===== src/rtl/bcd_convert_arbiter.sv =====
// Shared sequential double-dabble binary-to-BCD converter for two requesters.
// Round-robin arbitration, one operand bit per clock, last result held per channel.
module bcd_convert_arbiter #(
    parameter int unsigned DATA_W = 8,
    parameter int unsigned DIGITS = 3
) (
    input  logic                  iClock,
    input  logic                  iReset,
    input  logic                  iReqX,
    input  logic [DATA_W-1:0]     iX_cell,
    output logic                  oAckX,
    output logic [4*DIGITS-1:0]   oBCDX,
    output logic                  oValidX,
    input  logic                  iReqY,
    input  logic [DATA_W-1:0]     iY_cell,
    output logic                  oAckY,
    output logic [4*DIGITS-1:0]   oBCDY,
    output logic                  oValidY,
    output logic                  oBusy
);

    localparam int unsigned BcdW = 4 * DIGITS;
    localparam int unsigned CntW = (DATA_W > 1) ? $clog2(DATA_W) : 1;

    typedef enum logic [1:0] {StIdle, StShift, StDone} state_e;

    state_e            state_q, state_d;
    logic              grant_x, grant_y;
    logic              last_grant_q;  // 0 = X, 1 = Y
    logic              sel_q;
    logic [DATA_W-1:0] shift_q;
    logic [BcdW-1:0]   accum_q, accum_adj;
    logic [CntW-1:0]   count_q;
    logic              ack_x_q, ack_y_q, valid_x_q, valid_y_q;
    logic [BcdW-1:0]   bcd_x_q, bcd_y_q;

    always_ff @(posedge iClock) begin
        if (iReset) begin
            state_q <= StIdle;
        end else begin
            state_q <= state_d;
        end
    end

    always_comb begin
        state_d = state_q;
        grant_x = 1'b0;
        grant_y = 1'b0;
        unique case (state_q)
            StIdle: begin
                // On a tie the channel that was not served last wins.
                if (iReqX && (!iReqY || last_grant_q)) begin
                    grant_x = 1'b1;
                end else if (iReqY) begin
                    grant_y = 1'b1;
                end
                if (grant_x || grant_y) begin
                    state_d = StShift;
                end
            end
            StShift: begin
                if (count_q == CntW'(DATA_W - 1)) begin
                    state_d = StDone;
                end
            end
            StDone:  state_d = StIdle;
            default: state_d = StIdle;
        endcase
    end

    always_comb begin
        accum_adj = accum_q;
        for (int d = 0; d < int'(DIGITS); d++) begin
            if (accum_q[4*d +: 4] > 4'd4) begin
                accum_adj[4*d +: 4] = accum_q[4*d +: 4] + 4'd3;
            end
        end
    end

    always_ff @(posedge iClock) begin
        if (iReset) begin
            last_grant_q <= 1'b1;
            sel_q        <= 1'b0;
            shift_q      <= '0;
            accum_q      <= '0;
            count_q      <= '0;
            ack_x_q      <= 1'b0;
            ack_y_q      <= 1'b0;
            valid_x_q    <= 1'b0;
            valid_y_q    <= 1'b0;
            bcd_x_q      <= '0;
            bcd_y_q      <= '0;
        end else begin
            ack_x_q   <= grant_x;
            ack_y_q   <= grant_y;
            valid_x_q <= 1'b0;
            valid_y_q <= 1'b0;
            unique case (state_q)
                StIdle: begin
                    if (grant_x || grant_y) begin
                        shift_q      <= grant_x ? iX_cell : iY_cell;
                        accum_q      <= '0;
                        count_q      <= '0;
                        sel_q        <= grant_y;
                        last_grant_q <= grant_y;
                    end
                end
                StShift: begin
                    {accum_q, shift_q} <= {accum_adj[BcdW-2:0], shift_q, 1'b0};
                    count_q            <= count_q + 1'b1;
                end
                StDone: begin
                    if (sel_q) begin
                        bcd_y_q   <= accum_q;
                        valid_y_q <= 1'b1;
                    end else begin
                        bcd_x_q   <= accum_q;
                        valid_x_q <= 1'b1;
                    end
                end
                default: ;
            endcase
        end
    end

    always_comb begin
        oBusy   = (state_q != StIdle);
        oAckX   = ack_x_q;
        oAckY   = ack_y_q;
        oValidX = valid_x_q;
        oValidY = valid_y_q;
        oBCDX   = bcd_x_q;
        oBCDY   = bcd_y_q;
    end

endmodule

===== config.mk =====
export PLATFORM = sky130hd
export DESIGN_NAME = bcd_convert_arbiter
export DESIGN_NICKNAME = d
export VERILOG_FILES = /design/src/rtl/bcd_convert_arbiter.sv
export SDC_FILE = /design/constraint.sdc
export NUM_CORES = 1
export LEC_CHECK = 0
export CAP_MARGIN = 20
export CELL_PAD_IN_SITES_DETAIL_PLACEMENT = 0
export CELL_PAD_IN_SITES_GLOBAL_PLACEMENT = 1
export CORE_MARGIN = 2
export CORE_UTILIZATION = 35
export CTS_BUF_LIST = sky130_fd_sc_hd__clkbuf_4 sky130_fd_sc_hd__clkbuf_8
export DETAILED_ROUTE_END_ITERATION = 7
export PLACE_DENSITY = 0.79
export SLEW_MARGIN = 25
export SYNTH_ARGS = -nofsm -noshare
export SYNTH_HDL_FRONTEND = slang
export SYNTH_SLANG_ARGS = --single-unit
export TNS_END_PERCENT = 20

===== constraint.sdc =====
create_clock -name iClock -period 1.2 [get_ports iClock]
set_input_delay 0.24 -clock iClock [delete_from_list [all_inputs] [get_ports iClock]]
set_output_delay 0.24 -clock iClock [all_outputs]
set_load 0.02 [all_outputs]

* Yosys cells after proc, flatten, opt, wreduce, memory -nomap -nowiden
Index checks and enable logic that the tools add are counted.
Cells by class: muxes and demuxes 22, bitwise gates (word level) 2, reduce and logical (&&, ||, !) cells 14, magnitude comparators 3, $add $sub $neg 4, eq/ne operators 6
Operator list (number):
- $pmux 12 s2 | 1
- $mux 8 | 2
- $pmux 8 s2 | 1
- $gt 4x3->1 const B | 3
- $mux 12 | 1
- $reduce_and 2->1 | 5
- $mux 1 | 9
- $add 4x2->4 const B | 2
- $mux 4 | 2
- $mux 3 | 2
- $ne 2x2->1 const B | 3
- $pmux 3 s2 | 1
- $mux 2 | 2
- $pmux 2 s2 | 1
- $reduce_bool 2->1 | 2
- $add 3x1->3 const B | 1
- $add 3x2->3 const B | 1
- $eq 3x3->1 const B | 1
- $logic_or 1x1->1 | 3
- $eq 2x1->1 const B | 1
- $eq 2x2->1 const B | 1
- $logic_not 2->1 | 1
- $not 1->1 | 2
- $reduce_or 2->1 | 1
- other kinds (2) | 2
Word-level totals: output and inout port bits 29, register bits after elaboration 55

* Logic depth before layout (Yosys ltp)
word-level depth 9, gate-level depth with buffers 5, depth with buffers taken out 5

* Worst setup path after synthesis
OpenSTA, ideal clock, no wires.
path kind register -> register, from register accum_q[0], to register accum_q[4], setup slack -149 ps, arrival 1275 ps, stages on the path, launching flop included 5, required time 1126 ps, clock period less this slack 1349 ps, buffers on the path 0, cells stage by stage dfxtp_1 > inv_1 > ha_1 > or4_1 > a31oi_1
Between the ends: longest elaborated chain between the ends 3, elaborated cells between the ends (all ways) 4, classes of those cells add/sub (1); order compare (1); mux (2)
RTL lines:
- from (decl) | line 32 | logic [BcdW-1:0] accum_q, accum_adj;
- from (signal assigned) | line 109 | {accum_q, shift_q} <= {accum_adj[BcdW-2:0], shift_q, 1'b0};
- $add 4x2->4 or $gt 4x3->1 (tied branches) | line 75, 74
- $mux 4 (*) | line 74 | if (accum_q[4*d +: 4] > 4'd4) begin
- $pmux 12 s2 (*) | line 98 | unique case (state_q)
Every way passes the cells marked *; elsewhere a longest branch is shown, timed or not. A chain may end at the register's enable or synchronous reset.

* Worst setup path in the final report
from register state_q[0], to register accum_q[5]
Between the ends: longest elaborated chain between the ends 5, elaborated cells between the ends (all ways) 9, classes of those cells eq/ne (2); mux (3); reduce/logical (4)
RTL lines:
- from (decl) | line 27 | state_e state_q, state_d;
- from (signal assigned) | line 39 | state_q <= StIdle;
- from (signal assigned) | line 41 | state_q <= state_d;
- $logic_not 2->1 | line 49, 98
- $mux 1 | line 49 | unique case (state_q)
- $logic_or 1x1->1 | line 100 | if (grant_x || grant_y) begin
- $ne 2x2->1 (no line)
- $reduce_and 2->1 (no line)
Several ways; a longest one is shown, not always the timed one.

==> flow_summary.json <==
{
  "place_area_sq_um": 3440,
  "start_util_pct": 36.5,
  "core_sq_um": 6870,
  "postSynthCellCount": 301,
  "worst-path-buf-inv": 1,
  "synth_most_common_cell": "dfxtp_1",
  "synth_area_leaders": "dfxtp_1 (44%), nand2_1 (7.8%), a21oi_1 (6.4%), o21ai_0 (3.8%), nor2b_1 (3.0%)",
  "stdcell_area_sq_um": 3600,
  "fin_ws_ns": -0.137,
  "clock-sinks": 55,
  "postRouteAntennaNets": 0,
  "grt_max_degree": 28,
  "antennaDiodeCount": 0,
  "drt_first_pass_iters": 4,
  "worstHoldStart": "iReset",
  "reg2reg_from": "state_q[0]$_SDFFE_PP0P_",
  "violations": "setup timing",
  "crit_fanout": 6,
  "drc": 0,
  "seq_area_frac_synth_pct": 43.9,
  "final_hold_viol_count": 0,
  "rsz0062_at_grt": "true",
  "skew_ns": 0.00398,
  "port_buffers": 48,
  "grt_pass1_vias": 2276,
  "area_delta_synth_final_pct": 43.3,
  "critPathMaxStageDelay_ns": 0.41,
  "finalNetCount": 407,
  "cp-start-kind": "flop",
  "cts_tree": "yes",
  "synth_top_area_share_pct": 43.9,
  "track_usage_pct": 16.2,
  "io_pins": 49,
  "antenna_found_initial": 0,
  "die_area_sq_um": 7860,
  "period_minus_slack_ns": 1.34,
  "synth_ff_type": "dfxtp_1",
  "cp_cell_sequence": "buf_6 -> or3_4 -> a21oi_4 -> a32o_1",
  "cp-end-kind": "flop",
  "fill_cells": 668,
  "vias": 2383,
  "leakage_uw": 0.00136,
  "internal_power_uw": 2550,
  "p_comb_share_pct": 13.2,
  "ys_warn_count": 0,
  "avgSynthCellArea_sq_um": 8.34,
  "die_y_um": 88.7,
  "die_w_um": 88.7,
  "avgRoutedWirePerCell_um": 12.7,
  "hold_end": "accum_q[3]$_SDFFE_PP0P_",
  "synth_area_sq_um": 2510,
  "final-seq-area_sq_um": 1120,
  "grt_first_pass_wirelength_um": 10200,
  "critPathSlowestCell": "or3_4",
  "routabilityCongestion": 0.816,
  "synth_top_cell_by_area": "dfxtp_1",
  "clk_latency_ns": 0.30,
  "synth_cell_types": 39,
  "required_ns": 1.45,
  "p_sw_uw": 843,
  "min_path_type": "primary input to flop",
  "cpLargestDelayFamily": "simple AND/OR/NAND/NOR gates",
  "worstRegToRegCells": 4,
  "fmax_mhz": 748,
  "cts.path.max_buffers": 2,
  "synth-edff-count": 0,
  "ir_worst_vdd_mv": 0.506,
  "path_clk_slew_ns": 0.10,
  "place_inst": 469,
  "r2r-end": "accum_q[5]$_SDFFE_PP0P_",
  "relSlewSlack_pct": 77.6,
  "worstPathArrival_ns": 1.59,
  "multi_input_area_sq_um": 1430,
  "rows": 30,
  "htree_num_levels": 2,
  "power.share.clock_pct": 31.1,
  "cts-root-buf": "clkbuf_8",
  "setup_viol": 39,
  "numCtsBuffers": 5,
  "syn-num-nets": 326,
  "post-dp-hpwl_um": 4470,
  "drv_slew": 0,
  "regToRegSetupSlack_ns": -0.14,
  "drt_iter0_drc": 84,
  "hold_slack_ns": 0.260,
  "seqPwrFrac_pct": 55.7,
  "max_cap_viol_count": 0,
  "wirelength_um": 6070,
  "viasPerCell": 4.97,
  "pwr_density_cell_nw_per_um2": 943,
  "netlist_top_cells_count": "dfxtp_1 (55), nand2_1 (52), a21oi_1 (32), o21ai_0 (19)",
  "async_reset_ff_share_pct": 0,
  "layout-drive-gt1-share_pct": 35.2,
  "finalNonFillerCells": 479,
  "outcome": "finished with violations",
  "switching_share_pct": 24.9,
  "min_path_cells": 2,
  "ys_ff_latch": 55,
  "overflow": 0,
  "critPathKind": "flop to flop",
  "post-route-period-util_pct": 111,
  "tightestPinTransition_ns": 0.336
}
-- worst max-delay path by stage --
| stage | start | to | slack (ns) | cells after the start |
|---|---|---|---|---|
| after floorplan | state_q[0]$_SDFFE_PP0P_ | oBCDX[3]$_SDFFE_PP0P_ | -0.02 | 5 |
| after global placement | iReqY | accum_q[9]$_SDFFE_PP0P_ | -0.43 | 4 |
| after detailed placement | iReqY | state_q[0]$_SDFFE_PP0P_ | -0.47 | 5 |
| after CTS | state_q[0]$_SDFFE_PP0P_ | state_q[0]$_SDFFE_PP0P_ | -0.17 | 5 |
| after global routing | state_q[0]$_SDFFE_PP0P_ | accum_q[6]$_SDFFE_PP0P_ | -0.19 | 4 |
| final | state_q[0]$_SDFFE_PP0P_ | accum_q[5]$_SDFFE_PP0P_ | -0.14 | 4 |
-- power groups by stage --
stage | logic [uW] | clock network (uW) | registers [uW]
floorplan | 221 | 0 | 1930
global placement | 402 | 0 | 1930
detailed placement | 407 | 0 | 1930
CTS | 408 | 1090 | 1890
global route | 489 | 1160 | 1890
finish | 449 | 1050 | 1890
-- metal layers --
metal / part of all wire [%] / track usage, % / vias up
li1: - / - / 1232
met1: 48 / 20.4 / 1086
met2: 47 / 28.6 / 61
met3: 4.1 / 2.80 / 4
met4: 1.0 / 3.86 / 0
met5: 0 / 0 / -
-- stage by stage --
step,util [%],setup TNS (ns),power [uW],worst slack [ns]
final,52.3,-2.69,3390,-0.137
after global routing,52.3,-4.97,3540,-0.192
after CTS,51.7,-3.78,3390,-0.166
after detailed placement,50.1,-11.78,2340,-0.466
after global placement,50.1,-10.94,2330,-0.427
after floorplan,-,-0.308,2150,-0.0241
-- worst reg2reg max path, stage by stage, from the launching register on --
cell and delay [ns]:
dfxtp_4 0.37, buf_6 0.12, or3_4 0.41, a21oi_4 0.23, a32o_1 0.15
-- cell usage in the layout, fill, tap and decap left out, types with 5 or more instances in the layout --
| master | count |
|---|---|
| a211oi_1 | 7 |
| a21oi_1 | 30 |
| a32o_1 | 6 |
| buf_2 | 5 |
| buf_4 | 44 |
| clkbuf_2 | 16 |
| clkbuf_8 | 5 |
| clkdlybuf4s15_2 | 6 |
| clkdlybuf4s50_1 | 16 |
| dfxtp_1 | 47 |
| dfxtp_2 | 6 |
| inv_2 | 6 |
| nand2_1 | 52 |
| nand2b_1 | 9 |
| nand3_1 | 8 |
| nor2b_1 | 8 |
| nor4_2 | 7 |
| o21ai_0 | 16 |
| o21ai_1 | 5 |
| o31ai_1 | 9 |
| or3_1 | 6 |
-- registers in the layout, indices dropped and copies added, names as in the netlist --
signal	count
accum_q	12
oBCDY	12
oValidX	1
oAckY	1
oAckX	1
state_q	2
sel_q	1
shift_q	8
oBCDX	12
oValidY	1
last_grant_q	1
count_q	3
-- cell type report --
cell class / count / share of cell area, %
Timing Repair Buffer: 98 / 22.4
Clock inverter: 2 / 0.452
Multi-Input combinational cell: 213 / 39.7
Inverter: 9 / 0.939
Clock buffer: 6 / 2.12
Sequential cell: 55 / 31.0
Tap cell: 96 / 3.34
-- what timing repair did --
action / 4_1_cts / 5_1_grt
hold buffers: 0 / 0
endpoints found under the setup margin: 80 / 70
setup buffers: 0 / 2
hold endpoints to repair: 0 / 0
resized for setup: 68 / 56
pin swaps: 1 / 14
-- logic make-up after synthesis --
family	synth area share, %
compound gates	21.3
flops	43.9
simple gates	25.6
fa+ha+maj	2.49
buf+inv	6.68
Power figures use the tool's default switching activity.
